--- config.mk ---
export PLATFORM = sky130hd
export DESIGN_NAME = usb_fifo_responder
export DESIGN_NICKNAME = d
export VERILOG_FILES = /design/src/rtl/coinc_usb_pkg.sv /design/src/rtl/sync_byte_fifo.sv /design/src/rtl/usb_fifo_responder.sv
export SDC_FILE = /design/constraint.sdc
export NUM_CORES = 2
export LEC_CHECK = 0
export ABC_AREA = 1
export CORE_UTILIZATION = 30
export DETAILED_ROUTE_END_ITERATION = 10
export PLACE_DENSITY = 0.5
export SYNTH_ARGS = -nofsm -noshare
export SYNTH_HDL_FRONTEND = slang
export SYNTH_SLANG_ARGS = --single-unit
--- constraint.sdc ---
create_clock -name CLK -period 5.56 [get_ports CLK]
set_clock_uncertainty 0.05 [all_clocks]
set_input_delay 0.834 -clock CLK [delete_from_list [all_inputs] [get_ports CLK]]
set_output_delay 0.834 -clock CLK [all_outputs]
set_load 0.1 [all_outputs]
--- src/rtl/coinc_usb_pkg.sv ---
// Shared definitions for the FT245-style byte link: command byte codes, bus width
// and the read-strobe state machine encoding.
package coinc_usb_pkg;

    localparam int BYTE_W = 8;

    localparam logic [BYTE_W-1:0] CMD_CLEAR  = 8'd1;
    localparam logic [BYTE_W-1:0] CMD_ADRCLR = 8'd2;
    localparam logic [BYTE_W-1:0] CMD_WAVE   = 8'd3;
    localparam logic [BYTE_W-1:0] CMD_RDINIT = 8'd4;
    localparam logic [BYTE_W-1:0] CMD_XFER   = 8'd5;
    localparam logic [BYTE_W-1:0] CMD_IDLE   = 8'd6;
    localparam logic [BYTE_W-1:0] CMD_NORMAL = 8'd7;
    localparam logic [BYTE_W-1:0] CMD_LEN    = 8'd8;
    localparam logic [BYTE_W-1:0] CMD_THUP32 = 8'd16;
    localparam logic [BYTE_W-1:0] CMD_THDN32 = 8'd17;
    localparam logic [BYTE_W-1:0] CMD_THUP4  = 8'd18;
    localparam logic [BYTE_W-1:0] CMD_THDN4  = 8'd19;

    typedef enum logic [1:0] {
        RD_IDLE  = 2'd0,
        RD_DRIVE = 2'd1,
        RD_HOLD  = 2'd2
    } rd_state_e;

endpackage

--- src/rtl/sync_byte_fifo.sv ---
// Single-clock byte FIFO with an occupancy counter; the head byte is read straight
// from the storage flops so it is valid whenever the FIFO is not empty.
module sync_byte_fifo
    import coinc_usb_pkg::*;
#(
    parameter int DEPTH = 16
) (
    input  logic                   clk,
    input  logic                   rst_n,
    input  logic                   push,
    input  logic [BYTE_W-1:0]      din,
    input  logic                   pop,
    output logic [BYTE_W-1:0]      head,
    output logic                   full,
    output logic                   empty,
    output logic [$clog2(DEPTH):0] count
);

    localparam int AW = $clog2(DEPTH);
    localparam logic [AW:0] FULL_COUNT = (AW+1)'(DEPTH);

    logic [BYTE_W-1:0] mem [DEPTH];
    logic [AW-1:0]     wr_ptr;
    logic [AW-1:0]     rd_ptr;
    logic              do_push;
    logic              do_pop;

    assign full    = (count == FULL_COUNT);
    assign empty   = (count == '0);
    assign do_push = push & ~full;
    assign do_pop  = pop & ~empty;
    assign head    = mem[rd_ptr];

    always_ff @(posedge clk) begin
        if (do_push) begin
            mem[wr_ptr] <= din;
        end
    end

    // Pointers wrap naturally because DEPTH is a power of two.
    always_ff @(posedge clk or negedge rst_n) begin
        if (!rst_n) begin
            wr_ptr <= '0;
            rd_ptr <= '0;
            count  <= '0;
        end else begin
            if (do_push) begin
                wr_ptr <= wr_ptr + AW'(1);
            end
            if (do_pop) begin
                rd_ptr <= rd_ptr + AW'(1);
            end
            case ({do_push, do_pop})
                2'b10:   count <= count + (AW+1)'(1);
                2'b01:   count <= count - (AW+1)'(1);
                default: count <= count;
            endcase
        end
    end

endmodule

--- src/rtl/usb_fifo_responder.sv ---
// Device side of the FT245-style byte link: answers the controller's RD/WR strobes
// from an RX FIFO fed by the host and into a TX FIFO drained by the host.
module usb_fifo_responder
    import coinc_usb_pkg::*;
#(
    parameter int RX_DEPTH   = 16,
    parameter int TX_DEPTH   = 256,
    parameter int RXF_PRE    = 2,
    parameter int TXE_MARGIN = 2
) (
    input  logic              CLK,
    input  logic              RSTN,
    input  logic              RD,
    input  logic              WR,
    input  logic [BYTE_W-1:0] USB_DIN,
    output logic [BYTE_W-1:0] USB_DOUT,
    output logic              USB_DOE,
    output logic              RXF,
    output logic              TXE,
    input  logic [BYTE_W-1:0] H_RX_DATA,
    input  logic              H_RX_VALID,
    output logic              H_RX_READY,
    output logic [BYTE_W-1:0] H_TX_DATA,
    output logic              H_TX_VALID,
    input  logic              H_TX_READY,
    output logic              OVF,
    output logic              UNF
);

    localparam int RX_AW = $clog2(RX_DEPTH);
    localparam int TX_AW = $clog2(TX_DEPTH);
    localparam int HCW   = (RXF_PRE > 1) ? $clog2(RXF_PRE) : 1;
    localparam logic [HCW-1:0]  HOLD_LOAD     = HCW'(RXF_PRE - 1);
    localparam logic [TX_AW:0]  TX_BUSY_LEVEL = (TX_AW+1)'(TX_DEPTH - TXE_MARGIN);

    logic              rd_s1, rd_s2, rd_s3;
    logic              wr_s1, wr_s2, wr_s3;
    logic [BYTE_W-1:0] din_s1, din_s2, din_s3;
    logic              rd_fall, rd_rise, wr_fall;
    logic              up_q;
    rd_state_e         state;
    logic [HCW-1:0]    hold_cnt;
    logic              drive_empty;

    logic [BYTE_W-1:0] rx_head;
    logic              rx_full, rx_empty, rx_push, rx_pop;
    logic [RX_AW:0]    rx_count;
    logic              tx_full, tx_empty, tx_push, tx_pop;
    logic [TX_AW:0]    tx_count;

    // Strobes arrive asynchronously; the bus byte travels with WR so the value
    // seen at the WR fall was sampled while the controller still drove it.
    always_ff @(posedge CLK or negedge RSTN) begin
        if (!RSTN) begin
            rd_s1  <= 1'b1;
            rd_s2  <= 1'b1;
            rd_s3  <= 1'b1;
            wr_s1  <= 1'b0;
            wr_s2  <= 1'b0;
            wr_s3  <= 1'b0;
            din_s1 <= '0;
            din_s2 <= '0;
            din_s3 <= '0;
            up_q   <= 1'b0;
        end else begin
            rd_s1  <= RD;
            rd_s2  <= rd_s1;
            rd_s3  <= rd_s2;
            wr_s1  <= WR;
            wr_s2  <= wr_s1;
            wr_s3  <= wr_s2;
            din_s1 <= USB_DIN;
            din_s2 <= din_s1;
            din_s3 <= din_s2;
            up_q   <= 1'b1;
        end
    end

    assign rd_fall = rd_s3 & ~rd_s2;
    assign rd_rise = ~rd_s3 & rd_s2;
    assign wr_fall = wr_s3 & ~wr_s2;

    assign H_RX_READY = up_q & ~rx_full;
    assign rx_push    = H_RX_VALID & H_RX_READY;
    assign rx_pop     = (state == RD_DRIVE) & rd_rise & ~drive_empty;

    assign H_TX_VALID = ~tx_empty;
    assign tx_pop     = H_TX_VALID & H_TX_READY;
    assign tx_push    = wr_fall & ~tx_full;
    assign TXE        = ~up_q | (tx_count > TX_BUSY_LEVEL);

    // A read that starts on an empty FIFO drives zero for the whole strobe and pops nothing.
    always_ff @(posedge CLK or negedge RSTN) begin
        if (!RSTN) begin
            state       <= RD_IDLE;
            USB_DOE     <= 1'b0;
            USB_DOUT    <= '0;
            RXF         <= 1'b1;
            UNF         <= 1'b0;
            hold_cnt    <= '0;
            drive_empty <= 1'b0;
        end else begin
            case (state)
                RD_IDLE: begin
                    if (rd_fall) begin
                        state       <= RD_DRIVE;
                        RXF         <= 1'b1;
                        USB_DOE     <= 1'b1;
                        drive_empty <= rx_empty;
                        USB_DOUT    <= rx_empty ? '0 : rx_head;
                        if (rx_empty) begin
                            UNF <= 1'b1;
                        end
                    end else begin
                        RXF <= (rx_count == '0);
                    end
                end
                RD_DRIVE: begin
                    USB_DOUT <= drive_empty ? '0 : rx_head;
                    if (rd_rise) begin
                        state    <= RD_HOLD;
                        USB_DOE  <= 1'b0;
                        hold_cnt <= HOLD_LOAD;
                    end
                end
                RD_HOLD: begin
                    if (hold_cnt == '0) begin
                        state <= RD_IDLE;
                    end else begin
                        hold_cnt <= hold_cnt - HCW'(1);
                    end
                end
                default: begin
                    state <= RD_IDLE;
                end
            endcase
        end
    end

    always_ff @(posedge CLK or negedge RSTN) begin
        if (!RSTN) begin
            OVF <= 1'b0;
        end else if (wr_fall && tx_full) begin
            OVF <= 1'b1;
        end
    end

    sync_byte_fifo #(.DEPTH(RX_DEPTH)) u_rx_fifo (
        .clk   (CLK),
        .rst_n (RSTN),
        .push  (rx_push),
        .din   (H_RX_DATA),
        .pop   (rx_pop),
        .head  (rx_head),
        .full  (rx_full),
        .empty (rx_empty),
        .count (rx_count)
    );

    sync_byte_fifo #(.DEPTH(TX_DEPTH)) u_tx_fifo (
        .clk   (CLK),
        .rst_n (RSTN),
        .push  (tx_push),
        .din   (din_s3),
        .pop   (tx_pop),
        .head  (H_TX_DATA),
        .full  (tx_full),
        .empty (tx_empty),
        .count (tx_count)
    );

endmodule

Word level (Yosys, flattened, before mapping)
Memory sizes are Yosys's and may differ from the RTL's.
Cells that the tools add are included.
Storage, ports and cells
  logic and storage cells: 105
  flip-flop bits (word level): 85
  output and inout port bits: 23
  memory bits (writable): 2176
  memories: 2
Cells by class
  add/sub/neg operators: 9
  bitwise gates (word level): 23
  muxes and demuxes: 21
  equal/unequal tests: 11
  reduce and logical (&&, ||, !) cells: 14
  order comparisons: 1
Memory list
  u_tx_fifo.mem: depth 256, bits a word 8, rd ports 1, clocked after memory_dff 0, write ports 1, RTL line sync_byte_fifo.sv:22  | logic [BYTE_W-1:0] mem [DEPTH];
  u_rx_fifo.mem: depth 16, bits a word 8, rd ports 1, clocked after memory_dff 0, write ports 1, RTL line sync_byte_fifo.sv:22
Operator list (number)
  8-bit two-way mux: 3
  9-bit one-hot mux with 2 select lines: 1
  8-bit by 1-bit adder with 8-bit output, second input constant: 2
  8-bit one-hot mux with 2 select lines: 1
  1-bit AND: 13
  5-bit one-hot mux with 2 select lines: 1
  9-bit by 1-bit adder with 9-bit output, second input constant: 1
  9-bit equality test, second input constant: 1
  9-bit by 8-bit greater-than comparator with 1-bit output, second input constant: 1
  9-bit logical NOT: 1
  1-bit two-way mux: 9
  1-bit inverter: 9
  3-bit AND reduction: 3
  9-bit by 1-bit subtractor with 9-bit output, second input constant: 1
  4-bit by 1-bit adder with 4-bit output, second input constant: 2
  2-bit nonzero test: 4
  2-bit by 1-bit equality test with 1-bit output, second input constant: 3
  2-bit equality test, second input constant: 3
  2-bit two-way mux: 3
  2-bit != test, second input constant: 3
  2-bit one-hot mux with 3 select lines: 1
  2-bit AND reduction: 3
  5-bit by 1-bit adder with 5-bit output, second input constant: 1
  5-bit equality test, second input constant: 1
  other kinds (7): 8

Depth between registers and ports, before layout
  depth after elaboration: 7
  mapped depth: 20

Hierarchy
From an unflattened synthesis, not the netlist that was laid out.
Second synthesis, totals
  cell total of the unflattened synthesis: 8387
  area, all modules: 93782.4 um^2
Modules (own cells, without submodules)
  sync_byte_fifo (u_tx_fifo): instances 1, cells each 7596, area each 85853.6 um^2
  sync_byte_fifo (u_rx_fifo): instances 1, cells each 621, area each 6226.0 um^2
  usb_fifo_responder: instances 1, cells each 170, area each 1702.9 um^2

Least setup slack after synthesis
OpenSTA, ideal clock, no wires.
  path kind: reg-to-reg
  start point: register din_s3[0]
  end point: memory u_tx_fifo.mem[0][0], data pin
  library setup time: 0.801 ns
  clock period less this slack: 4.019 ns
  arrival: 3.169 ns
  cell stages (with the launch flop): 1
  path slack: 1.541 ns
  path through: dfrtp_1
RTL lines
  from (decl): RTL line usb_fifo_responder.sv:38  | logic [BYTE_W-1:0] din_s1, din_s2, din_s3;
  from (signal assigned): RTL line usb_fifo_responder.sv:74  | din_s3 <= din_s2;
  to (decl): RTL line sync_byte_fifo.sv:22
Straight into the memory's write port.

Worst setup path after layout
  start point: register u_tx_fifo.rd_ptr[1]
  end point: output port H_TX_DATA[1]
On the way
  word-level cells in the longest chain between the ends: 1
RTL lines
  from (decl): RTL line sync_byte_fifo.sv:24  | logic [AW-1:0] rd_ptr;
  from (signal assigned): RTL line sync_byte_fifo.sv:51  | rd_ptr <= rd_ptr + AW'(1);
  memory 256 x 8 bit
  to (decl): RTL line usb_fifo_responder.sv:23  | output logic [BYTE_W-1:0] H_TX_DATA,
No other way between the ends.

==> run metrics <==
status finished clean; Core ar. 312200 µm²; Avg Cell Area, Syn 11.11 µm²; family with the most delay on the worst path simple AND/OR/NAND/NOR gates; Max-Cap Viols 0; Ys Warns 0; Rows 205; top-level port count 45; Worst R2R End u_tx_fifo.mem[119][3]$_DFFE_PP_; top_reg_cell synth sky130_fd_sc_hd__edfxtp_1; HPWL after detailed placement 160000 µm; overall power consumption 0.05466 W; htree depth 4; Worst path depth 11; Remaining DRCs 0; Critical R2R Launch u_tx_fifo.count[0]$_DFFE_PN0P_; setup repair after global routing missed its margin yes; count of cells along the worst register-to-register path 8; CTS Root Cell sky130_fd_sc_hd__clkbuf_16; sequential share of the synthesized area 71.66%; all-layer global routing usage 17.21%; element type at the critical path start register; overall die width 562.2 µm; total global routing overflow 0; proportion of synthesized flip-flops having asynchronous set or reset 3.759%; Routability Congestion 0.8143; hold slack final 297.7 ps; Synth Register Bits 2261; share of the clock period used by the worst path after layout 98.46%; total negative setup slack 0 ps; number of enable flip-flop cells after synthesis 2176; register-to-register setup slack 1530 ps; cell area after technology mapping 94160 µm²; top achievable clock speed 182.7 MHz; total iterations of the first detailed-routing run 6; VDD IR-drop max 0.0007007 V; Distinct cells, synth 36; max_slew headroom 26.63%; total count of hold-check failures in the final report 0; CTS sink cnt 2261; crit path kind reg2out; synthesized netlist net count 8519; number of buffers added by the clock tree synthesis step 242; post-synth top area cell sky130_fd_sc_hd__edfxtp_1; layout overhead on the synthesized area 13.91%; TritonCTS clock tree built; Finished Cell Area 107300 µm²; largest driver fanout on the critical path 70; clock slew at the register clock pins of the worst setup and hold paths 60 ps; routed wire length 277500 µm; proportion of layout cells with a drive suffix above 1 6.311%; standard cell with the maximum stage delay on the critical path sky130_fd_sc_hd__dfrtp_4; Clock Path Buffers 4; Power per Cell Area 509.6 nW/µm²; vias in the first global route 60680; CP Capture Point H_TX_DATA[1]; clock latency on the worst-skew pair 890 ps; number of antenna violations at the first check in global routing 6; Vias 61780; maximum number of pins on one net before global-route repair 155; worst hold-check path type reg2reg; initial standard-cell utilization of the core 30.16%; Least-Margin Pin Slew 1099 ps; final critical delay including setup and external delays 5474 ps; die area 316100 µm²; DR iter-0 viols 6333; Routed Antenna Nets 0; placed standard-cell area 99470 µm²; Buffers on Ports 44; chain of cells forming the critical path buf_12, buf_4, o21ai_0, o211ai_1, nand3_1, nand2_1, nand3_1, nand2_1, nand3_1, nand2_1, buf_12; max-slew violation count 0; post-detailed-route wirelength per cell 21.71 µm; final setup violation count 0; first-pass GRT wire length 410100 µm; end-of-flow core utilization 34.36%; Die Ht 562.2 µm; Gate Count Post-Synth 8473; vias per std cell 4.835; crit path buf inv count 3; synth top area cells sky130_fd_sc_hd__edfxtp_1 69%, sky130_fd_sc_hd__nand2_1 7.7%, sky130_fd_sc_hd__nor2_1 6.2%; Req. time, crit path 4680 ps; layout net count 8485; biggest cell delay along the critical path 750 ps; LEAKAGE 38.62 nW; CP startpoint u_tx_fifo.rd_ptr[1]$_DFFE_PN0P_; Worst setup EP type primary output; portion of synthesized cell area occupied by the leading cell type 69.39%; Arr. time, crit path 4590 ps
[synthesized netlist by cell type (all sizes together) (21+ instances only)]
master  number
nand2     1935
edfxtp    2176
nand3      551
o21ai      745
o211ai     169
dfrtp       81
xor2        21
ha          22
a21oi      107
clkbuf     248
nor2      1551
inv        561
buf        248
[worst min-delay path by stage]
stage                             start                  end  slack, ps  depth (start not counted)
global route                         RD      rd_s1$_DFF_PN1_        300                          1
global placement    din_s2[4]$_DFF_PN0_  din_s3[4]$_DFF_PN0_        280                          0
CTS                                  RD      rd_s1$_DFF_PN1_        270                          1
finish              din_s2[0]$_DFF_PN0_  din_s3[0]$_DFF_PN0_        300                          0
detailed placement  din_s2[0]$_DFF_PN0_  din_s3[0]$_DFF_PN0_        280                          0
floorplan           din_s1[0]$_DFF_PN0_  din_s2[0]$_DFF_PN0_        280                          0
[per-layer routing]
metal | vias to the layer above | part of all wire (%) | track usage, %
met5 | - | 0 | 0
li1 | 28680 | - | -
met1 | 30730 | 45 | 24.17
met4 | 0 | 3.1 | 5.144
met3 | 388 | 6.5 | 2.664
met2 | 1983 | 46 | 27.39
[layout make-up]
cell class	instances	area, µm²
fillers	30860	204900
flip-flops and latches	2261	67520
multi-input cells	5152	22260
clock buffers	302	6439
well taps	4140	5180
repair buffers	217	2459
inverters	564	2148
clock inverters	139	1239
repair inverters	1	8.758
diodes	3	7.507
[worst register-to-register path, stage by stage, from the launching register on]
cell and delay [ps]:
sky130_fd_sc_hd__dfrtp_1 450, sky130_fd_sc_hd__nor2_1 80, sky130_fd_sc_hd__nand3_1 70, sky130_fd_sc_hd__nor2_1 60, sky130_fd_sc_hd__nand2_1 90, sky130_fd_sc_hd__nand3_2 310, sky130_fd_sc_hd__nor2_1 700, sky130_fd_sc_hd__nand3_4 840
sky130_fd_sc_hd__nor2_1 1020
[power by group]
part / switching, W / internal, W / total (W)
combinational: 0.0141 / 0.00527 / 0.0194
sequential: 0.000439 / 0.0190 / 0.0194
clock: 0.00671 / 0.00916 / 0.0159
total: 0.0213 / 0.0334 / 0.0547
[timing repair]
item / 4_1_cts / 5_1_grt
gates resized for setup: 5 / 0
setup endpoints to repair: 8 / 2
hold buffers: 1 / 0
setup buffers: 2 / 0
cloned: 2 / 0
endpoints found under the hold margin: 37 / 0
[per-stage QoR]
step                      setup slack, ps  cells
after floorplan                      1541   8473
after global placement              778.3  12330
after detailed placement            781.1  12330
after CTS                           73.06  12780
after global routing               -51.42  12780
final                               85.52  12780
[cell families (layout without fill, tap and decap cells)]
| group | Yosys count | count (layout) | share of synthesized area, % |
|---|---|---|---|
| xor gates and xnor gates | 25 | 25 | 0.2325 |
| buffers and inverters | 1060 | 1223 | 4.757 |
| and+or+nand+nor | 4066 | 4066 | 17.01 |
| AOI/OAI and AO/OA | 1036 | 1036 | 6.002 |
| adders and majority gates | 24 | 24 | 0.3349 |
| other | 1 | 4 | 0.003983 |
| DFF | 2261 | 2261 | 71.66 |
[layout by cell type (no fill, tap or decap), types with 3 or more instances in the layout]
master                               n
sky130_fd_sc_hd__inv_2               3
sky130_fd_sc_hd__dfrtp_4            11
sky130_fd_sc_hd__buf_16              3
sky130_fd_sc_hd__clkdlybuf4s50_1    35
sky130_fd_sc_hd__edfxtp_1         2176
sky130_fd_sc_hd__clkbuf_8            3
sky130_fd_sc_hd__nor2_1           1549
sky130_fd_sc_hd__o21ai_1            59
sky130_fd_sc_hd__clkinv_1           63
sky130_fd_sc_hd__dfstp_2             4
sky130_fd_sc_hd__clkinv_2           43
sky130_fd_sc_hd__nand4_1            16
sky130_fd_sc_hd__o32ai_1             8
sky130_fd_sc_hd__inv_1             553
sky130_fd_sc_hd__buf_12             52
sky130_fd_sc_hd__bufinv_16          22
sky130_fd_sc_hd__clkbuf_1           51
sky130_fd_sc_hd__nand3_4             3
sky130_fd_sc_hd__clkinvlp_4          9
sky130_fd_sc_hd__nand2_1          1934
sky130_fd_sc_hd__ha_1               22
sky130_fd_sc_hd__xnor2_1             4
sky130_fd_sc_hd__o21ai_0           686
sky130_fd_sc_hd__o211ai_1          169
sky130_fd_sc_hd__inv_4               3
sky130_fd_sc_hd__nor3_1              9
sky130_fd_sc_hd__xor2_1             21
sky130_fd_sc_hd__buf_4             124
sky130_fd_sc_hd__a21oi_1           107
sky130_fd_sc_hd__dfrtp_1            70
sky130_fd_sc_hd__diode_2             3
sky130_fd_sc_hd__nand3_1           546
sky130_fd_sc_hd__clkbuf_16         248
[flip-flops by register name (all words and copies together) (netlist names), 2 cells and up]
signal,cells
USB_DOUT,8
din_s1,8
din_s2,8
din_s3,8
state,2
u_rx_fifo.count,5
u_rx_fifo.mem,128
u_rx_fifo.rd_ptr,4
u_rx_fifo.wr_ptr,4
u_tx_fifo.count,9
u_tx_fifo.mem,2048
u_tx_fifo.rd_ptr,8
u_tx_fifo.wr_ptr,8
Note: power is estimated with default switching activity, not from simulation.
